**config.mk**
```make
export PLATFORM = sky130hd
export DESIGN_NAME = expr_stream_collector
export DESIGN_NICKNAME = d
export VERILOG_FILES = /design/src/rtl/expr_stream_collector.sv
export SDC_FILE = /design/constraint.sdc
export NUM_CORES = 1
export LEC_CHECK = 0
export BUFFER_PORTS_ARGS = -buffer_cell sky130_fd_sc_hd__buf_4
export CAP_MARGIN = 20
export CORE_MARGIN = 1.5
export CORE_UTILIZATION = 42
export DETAILED_ROUTE_END_ITERATION = 10
export PLACE_DENSITY = 0.7
export SLEW_MARGIN = 20
export SYNTH_ARGS = -nofsm -noshare
export SYNTH_HDL_FRONTEND = slang
export SYNTH_SLANG_ARGS = --single-unit
```
**constraint.sdc**
```tcl
create_clock -name clk -period 8.42 [get_ports clk]
set_clock_uncertainty 0.2 [all_clocks]
set_input_delay 1.684 -clock clk [delete_from_list [all_inputs] [get_ports clk]]
set_output_delay 1.684 -clock clk [all_outputs]
set_load 0.05 [all_outputs]
```
**src/rtl/expr_stream_collector.sv**
```systemverilog
// Issue/collect front end for a fixed-latency, non-stallable expr pipeline.
// Operands are issued only when a result FIFO slot is reserved, so results are never lost.
module expr_stream_collector #(
    parameter int PIPE_LAT = 37,
    parameter int DEPTH    = 8,
    parameter int W        = 32
) (
    input  logic         clk,
    input  logic         reset,
    input  logic         in_valid,
    output logic         in_ready,
    input  logic [W-1:0] in_data,
    output logic [W-1:0] pipe_x,
    input  logic [W-1:0] pipe_result,
    output logic         out_valid,
    input  logic         out_ready,
    output logic [W-1:0] out_data,
    output logic         busy,
    output logic         overflow
);
    localparam int PW = $clog2(DEPTH);
    localparam int CW = $clog2(DEPTH + 1);

    logic [PIPE_LAT:0] tok;
    logic [W-1:0]      mem [DEPTH];
    logic [PW-1:0]     head;
    logic [PW-1:0]     tail;
    logic [CW-1:0]     count;
    logic [CW-1:0]     inflight;
    logic              reset_q;
    logic              accept;
    logic              capture;
    logic              pop;
    logic              full;
    logic              wr_en;
    logic [CW:0]       used;

    // A slot is owned either by a token still in the pipe or by a stored result.
    always_comb begin
        used      = {1'b0, inflight} + {1'b0, count};
        in_ready  = !reset_q && (used < (CW+1)'(DEPTH));
        out_valid = (count != '0);
        out_data  = mem[head];
        busy      = (inflight != '0) || (count != '0);
        accept    = in_valid && in_ready;
        capture   = tok[PIPE_LAT];
        pop       = out_valid && out_ready;
        full      = (count == CW'(DEPTH));
        wr_en     = capture && (!full || pop);
    end

    always_ff @(posedge clk) begin
        if (!reset) begin
            reset_q  <= 1'b1;
            tok      <= '0;
            pipe_x   <= '0;
            head     <= '0;
            tail     <= '0;
            count    <= '0;
            inflight <= '0;
            overflow <= 1'b0;
        end else begin
            reset_q <= 1'b0;
            tok     <= {tok[PIPE_LAT-1:0], accept};
            pipe_x  <= accept ? in_data : '0;

            if (wr_en)
                tail <= tail + PW'(1);
            if (pop)
                head <= head + PW'(1);

            if (wr_en && !pop)
                count <= count + CW'(1);
            else if (pop && !wr_en)
                count <= count - CW'(1);

            // The token retires on capture even if its result had nowhere to go.
            if (accept && !capture)
                inflight <= inflight + CW'(1);
            else if (capture && !accept)
                inflight <= inflight - CW'(1);

            if (capture && full && !pop)
                overflow <= 1'b1;
        end
    end

    always_ff @(posedge clk) begin
        if (!reset) begin
            for (int i = 0; i < DEPTH; i++)
                mem[i] <= '0;
        end else if (wr_en) begin
            mem[tail] <= pipe_result;
        end
    end

endmodule

```
==> metrics.csv, run 1 <==
metric,value,unit
status,finished clean,
synth_area_per_cell,15.4,um^2
crit_fanout,43,
cts_repair_resize_count,0,
area_growth,20.1,%
path_class,flop to output port,
async_reset_ff_frac,0,
synth_ff_type,edfxtp_1,
coreArea,33500,um^2
end_kind,output port,
worst_slack,3450,ps
finalWorstPathRequiredPeriod,4970,ps
antenna_found_initial,1,
synth_nets,1009,
synth_mux_area_frac,0.130,
grt_pass1_wl,46500,um
dieWidth,187,um
first_global_vias,8083,
synthesis.instances,928,
synth_xor_area_frac,0.00368,
ys_warn_count,0,
fin_nets,1143,
insertion_delay,490,ps
synth_compound_area_frac,0.00972,
wl_per_cell,19.5,um
fin_util,0.511,
root_buffer,clkbuf_16,
multi_input_area,4680,um^2
hold_path_depth,1,
antenna_cells,0,
tritoncts,built,
whs,230,ps
dp_cells,1469,
tns,0,ps
overflow,0,
initial_core_util,0.426,
cts.path.max_buffers,3,
route.detailed.drc,0,
finalWirelength,30000,um
tightest_slew,1120,ps
ys_ff_latch,345,
cts_setup_buffers,0,
fmax,201,MHz
die_y,187,um
cts_htree_levels,2,
cts_buffers,37,
final_cell_mix,"and2_1, edfxtp_1, buf_4",
drv_cap,0,
dieArea,35100,um^2
cts_sinks,345,
synth_edf_count,256,
io_buffers,135,
grt_max_degree,65,
drive_above_1_share,0.303,
seq_area_frac_synth,0.663,
cp.arrival,3090,ps
via_per_inst,5.03,
num_vias,7724,
required,6540,ps
first_iter_violations,541,
regArea,9480,um^2
finalSetupViolations,0,
place.gp.congestion,0.725,
p_leak,6.36,nW
maxSlewViolCount,0,
fillers,2784,
finalHoldViolations,0,
boundaryPins,136,
final_cells,1536,
num_rows,67,
startpoint_type,flop,
period_share,0.590,
synthSimpleGateAreaFrac,0.163,
ff2ff_path_depth,5,
synthAdderAreaFrac,0.0124,
dr.pass1.iters,4,
path_clk_slew,60,ps
grt_usage,0.172,
synth_cell_type_count,37,
hold_buffers,0,
syn_area,14300,um^2
relSlewSlack,0.256,
grt_setup_unrepaired,false,
pre_cts_ws,3820,ps
ant_nets,0,
final_common_cell,and2_1,
hp-class,flop to flop,
dpl.hpwl,17500,um
power.density,219,nW/um^2
synth_top_family_by_area,simple AND/OR/NAND/NOR gates,
irDropWorstVdd,0.000173,V
## cell usage after synthesis, drive strengths merged (6+ instances only)
cell	number	area, um^2
a21oi	7	38.8
and2	326	2040
buf	16	83.8
clkbuf	41	154
dfxtp	89	1780
edfxtp	256	7690
ha	11	138
inv	6	22.5
mux2	32	360
mux4	64	1440
nand2	8	30.0
nand2b	8	50.1
nor2	17	63.8
## stage by stage
stage	instance area, um^2	power (mW)
after floorplan	14300	2.05
after detailed placement	15900	2.14
final	17200	3.76
after global routing	17200	3.89
after global placement	15900	2.13
after CTS	17100	3.80
## worst paths after layout
kind	slack, ps	end	start
hold / removal	230	tok[15]	tok[14]
hold reg to reg	230	tok[15]	tok[14]
setup reg to reg	5150	mem[4][14]	count[0]
setup / recovery	3450	out_data[0]	flop
## kinds of logic (layout without fill, tap and decap cells)
family / count (synthesis) / in the layout
muxes: 101 / 101
and+or+nand+nor: 379 / 379
AOI/OAI and AO/OA: 21 / 21
DFF: 345 / 345
buffers and inverters: 63 / 223
xor gates and xnor gates: 6 / 6
adders and majority gates: 13 / 13
## layout make-up
class                      instances  share of cell area
tap                              448              0.0327
multi-input combinational        520               0.273
clock buffer                      45              0.0600
clock inverter                    20              0.0134
timing repair buffer             152              0.0670
sequential                       345               0.553
inverter                           6             0.00131
## critical path, stage by stage, from the launching register on
cell	delay, ps
dfxtp_4	640
buf_4	800
mux4_2	610
mux2_2	320
buf_4	200
## registers in the layout, indices dropped and copies added (netlist names), named ones only
signal / flops
overflow: 1
head: 3
count: 4
tok: 38
reset_q: 1
mem: 256
pipe_x: 32
inflight: 4
tail: 3
## where the power goes
group          internal, mW  total [mW]  switching, mW
combinational        0.0714       0.190          0.119
sequential             1.89        1.91         0.0217
clock                  1.02        1.67          0.643
## metal layers
layer  share of wire  global-route usage  vias to the layer above
met4           0.017              0.0425                        2
met5         0.00047                   0                        -
met3           0.061              0.0370                       38
met2            0.50               0.295                      231
met1            0.42               0.224                     3859
li1                -                   -                     3594
(Power assumes the default switching activity.)
==> inputs of run 2 (changes only) <==
--- a/config.mk
+++ b/config.mk
@@ -5,12 +5,13 @@
 export SDC_FILE = /design/constraint.sdc
 export NUM_CORES = 1
 export LEC_CHECK = 0
+export ABC_AREA = 1
 export BUFFER_PORTS_ARGS = -buffer_cell sky130_fd_sc_hd__buf_4
 export CAP_MARGIN = 20
 export CORE_MARGIN = 1.5
 export CORE_UTILIZATION = 42
 export DETAILED_ROUTE_END_ITERATION = 10
-export PLACE_DENSITY = 0.7
+export PLACE_DENSITY = 0.72
 export SLEW_MARGIN = 20
 export SYNTH_ARGS = -nofsm -noshare
 export SYNTH_HDL_FRONTEND = slang
==> constraint.sdc (replaced) <==
create_clock -name clk -period 4.09 [get_ports clk]
set_clock_uncertainty 0.2 [all_clocks]
set_input_delay 0.818 -clock clk [delete_from_list [all_inputs] [get_ports clk]]
set_output_delay 0.818 -clock clk [all_outputs]
set_load 0.05 [all_outputs]
==> metrics.csv, run 2 <==
metric,value,unit,change
cts_htree_levels,2,,unchanged
first_global_vias,10700,,+32%
period_share,0.870,,
ff2ff_path_depth,16,,+11
end_kind,output port,,
finalHoldViolations,0,,unchanged
synth_ff_type,edfxtp_1,,
netlist_top_cells_count,"nor2_1, edfxtp_1, nand2_1",,
dpl.hpwl,19800,um,+13%
route.detailed.drc,0,,unchanged
io_buffers,135,,unchanged
seq_area_frac_synth,0.652,,-0.0111
synth_top_area_share,0.529,,-0.00904
cts_repair_resize_count,0,,unchanged
grt_max_degree,129,,+98%
syn_area,14500,um^2,+1.7%
maxSlewViolCount,0,,unchanged
synth_largest_area_cell,edfxtp_1,,
worstHoldEndpoint,tok[1],,
switching_power,3.61,mW,+360%
worst-path-stages,6,,+2
power.density,604,nW/um^2,+180%
irDropWorstVdd,0.000376,V,+120%
cts_setup_buffers,0,,unchanged
num_rows,67,,unchanged
drive_above_1_share,0.143,,-0.161
p_leak,7.26,nW,+14%
antenna_cells,0,,unchanged
drv_cap,0,,unchanged
via_per_inst,5.07,,+0.92%
swShare,0.351,,+0.143
synth_area_per_cell,9.85,um^2,-36%
synth_edf_count,256,,unchanged
ys_top_cells_by_area,"edfxtp_1, nor2_1, dfxtp_1, o21ai_0, nand2_1",,
cp.arrival,2540,ps,-550 ps
max_stage_delay,720,ps,-80 ps
synth_nets,1556,,+54%
place.gp.congestion,0.783,,+8.0%
hold_buffers,0,,unchanged
finalWorstPathRequiredPeriod,3560,ps,
antenna_found_initial,0,,-1
r2r_slack,1350,ps,-3800 ps
tns,0,ps,unchanged
cts_sinks,345,,unchanged
first_iter_violations,1003,,+85%
final_common_cell,nor2_1,,
tightest_slew,876,ps,-240 ps
path_clk_slew,60,ps,about the same
initial_core_util,0.430,,+0.00405
tritoncts,built,,
worst_slack,530,ps,-2920 ps
coreArea,33800,um^2,+0.75%
num_vias,10500,,+36%
relSlewSlack,0.415,,+0.159
reg2reg_from,count[3],,
crit_buf_inv,2,,unchanged
insertion_delay,520,ps,+30 ps
root_buffer,clkbuf_16,,
min_from,tok[0],,
area_growth,17.0,%,
finalSetupViolations,0,,unchanged
ys_ff_latch,345,,unchanged
grt_usage,0.196,,+0.0236
comb_power_share,0.294,,+0.243
boundaryPins,136,,unchanged
status,finished clean,,
ys_warn_count,0,,unchanged
path_class,flop to output port,,
fin_nets,1678,,+47%
startpoint_type,flop,,
r2r-end,inflight[3],,
overflow,0,,unchanged
cts.path.max_buffers,3,,unchanged
crit_fanout,72,,+67%
largest_reg_flops,256,,unchanged
path_cells,buf_12 -> o21ai_0 -> o21ai_0 -> nand2_1 -> nand2_1 -> buf_4,,
final_cell_mix,"nor2_1, edfxtp_1, nand2_1",,
async_reset_ff_frac,0,,unchanged
grt_pass1_wl,55200,um,+19%
required,3070,ps,-3470 ps
pwr-share-seq,0.398,,-0.109
synth_cell_type_count,28,,-24%
synth_most_common_cell,nor2_1,,
dr.pass1.iters,5,,+1
finalWirelength,34600,um,+15%
reg_top3,"mem x256, tok x38, pipe_x x32",,
power_frac_clock,0.308,,-0.134
pre_cts_ws,1230,ps,-2590 ps
grt_setup_unrepaired,false,,
cp_top_family,flip-flops,,
hp-class,flop to flop,,
ant_nets,0,,unchanged
internal_power,6.66,mW,+120%
die_y,189,um,+0.84%
synthesis.instances,1475,,+59%
wl_per_cell,16.7,um,-14%
dieArea,35700,um^2,+1.7%
crit_slowest_cell,dfxtp_4,,
top_register,mem,,
dieWidth,189,um,+0.84%
hold_path_depth,2,,+1
fmax,281,MHz,
cts_buffers,37,,unchanged
run 2: cell types whose count changed after synthesis, sizes merged, moves of 32 or more:
cell   before  now
nor2       17  497
and2      326    0
o21ai       5  200
nand2       8  169
inv         6  126
mux4       64    0
mux2       32    0
run 2: metal layers:
metal / share of wire / global-route usage
met5: 0 / 0
met4: 0.019 / 0.0601
met3: 0.085 / 0.0447
met2: 0.49 / 0.335
met1: 0.41 / 0.246
run 2: area by class of cell:
cell class	count	area, um^2
Clock buffer	49	992
Clock inverter	13	144
Fill cell	3016	16800
Inverter	126	474
Multi-Input combinational cell	922	4070
Sequential cell	345	9480
Tap cell	448	561
Timing Repair Buffer	165	1290
run 2: kinds of logic (layout without fill, tap and decap cells):
family,Yosys count,after routing,share of synthesized area
AO/OA/AOI/OAI,216,216,0.0748
XOR/XNOR,8,8,0.00482
adder cells (fa/ha/maj),13,13,0.0122
buffers and inverters,208,353,0.0684
flip-flops,345,345,0.652
AND/OR/NAND/NOR,685,685,0.188
run 2: worst reg2reg max path, stage by stage (launching register included):
cell and delay [ps]:
dfxtp_1 450, ha_1 270, nor2_1 110, nand2_1 50, a21oi_1 260, nand2_1 90, inv_1 80, ha_1 220
inv_1 110, ha_1 340, nand2_1 110, nand2_1 50, nor2_1 90, nand2_1 50, nand2_1 50, nand2_1 50
a21oi_1 100
run 2: power by group through the flow:
stage | combinational [mW] | clock (mW) | sequential, mW
floorplan | 2.10 | 0 | 4.18
global placement | 2.99 | 0 | 4.15
detailed placement | 3.02 | 0 | 4.16
CTS | 3.04 | 3.21 | 4.09
global route | 3.32 | 3.35 | 4.11
finish | 3.02 | 3.16 | 4.09
run 2: worst max path at each step:
stage | from | slack, ps | endpoint
2_1_floorplan | count[3] | 950 | inflight[3]
3_3_place_gp | flop | 1220 | out_data[1]
3_5_place_dp | flop | 1230 | out_data[12]
4_1_cts | flop | 590 | out_data[12]
5_1_grt | flop | 430 | out_data[12]
6_report | flop | 530 | out_data[12]
run 2: through the flow:
| step | hold slack, ps | total power [mW] | utilization | area, um^2 | std cells |
|---|---|---|---|---|---|
| floorplan | 190 | 6.28 | - | 14500 | 1475 |
| global placement | 193 | 7.14 | 0.470 | 15900 | 2006 |
| detailed placement | 200 | 7.18 | 0.470 | 15900 | 2006 |
| CTS | 209 | 10.3 | 0.503 | 17000 | 2068 |
| global route | 228 | 10.8 | 0.503 | 17000 | 2068 |
| finish | 197 | 10.3 | 0.503 | 17000 | 2068 |
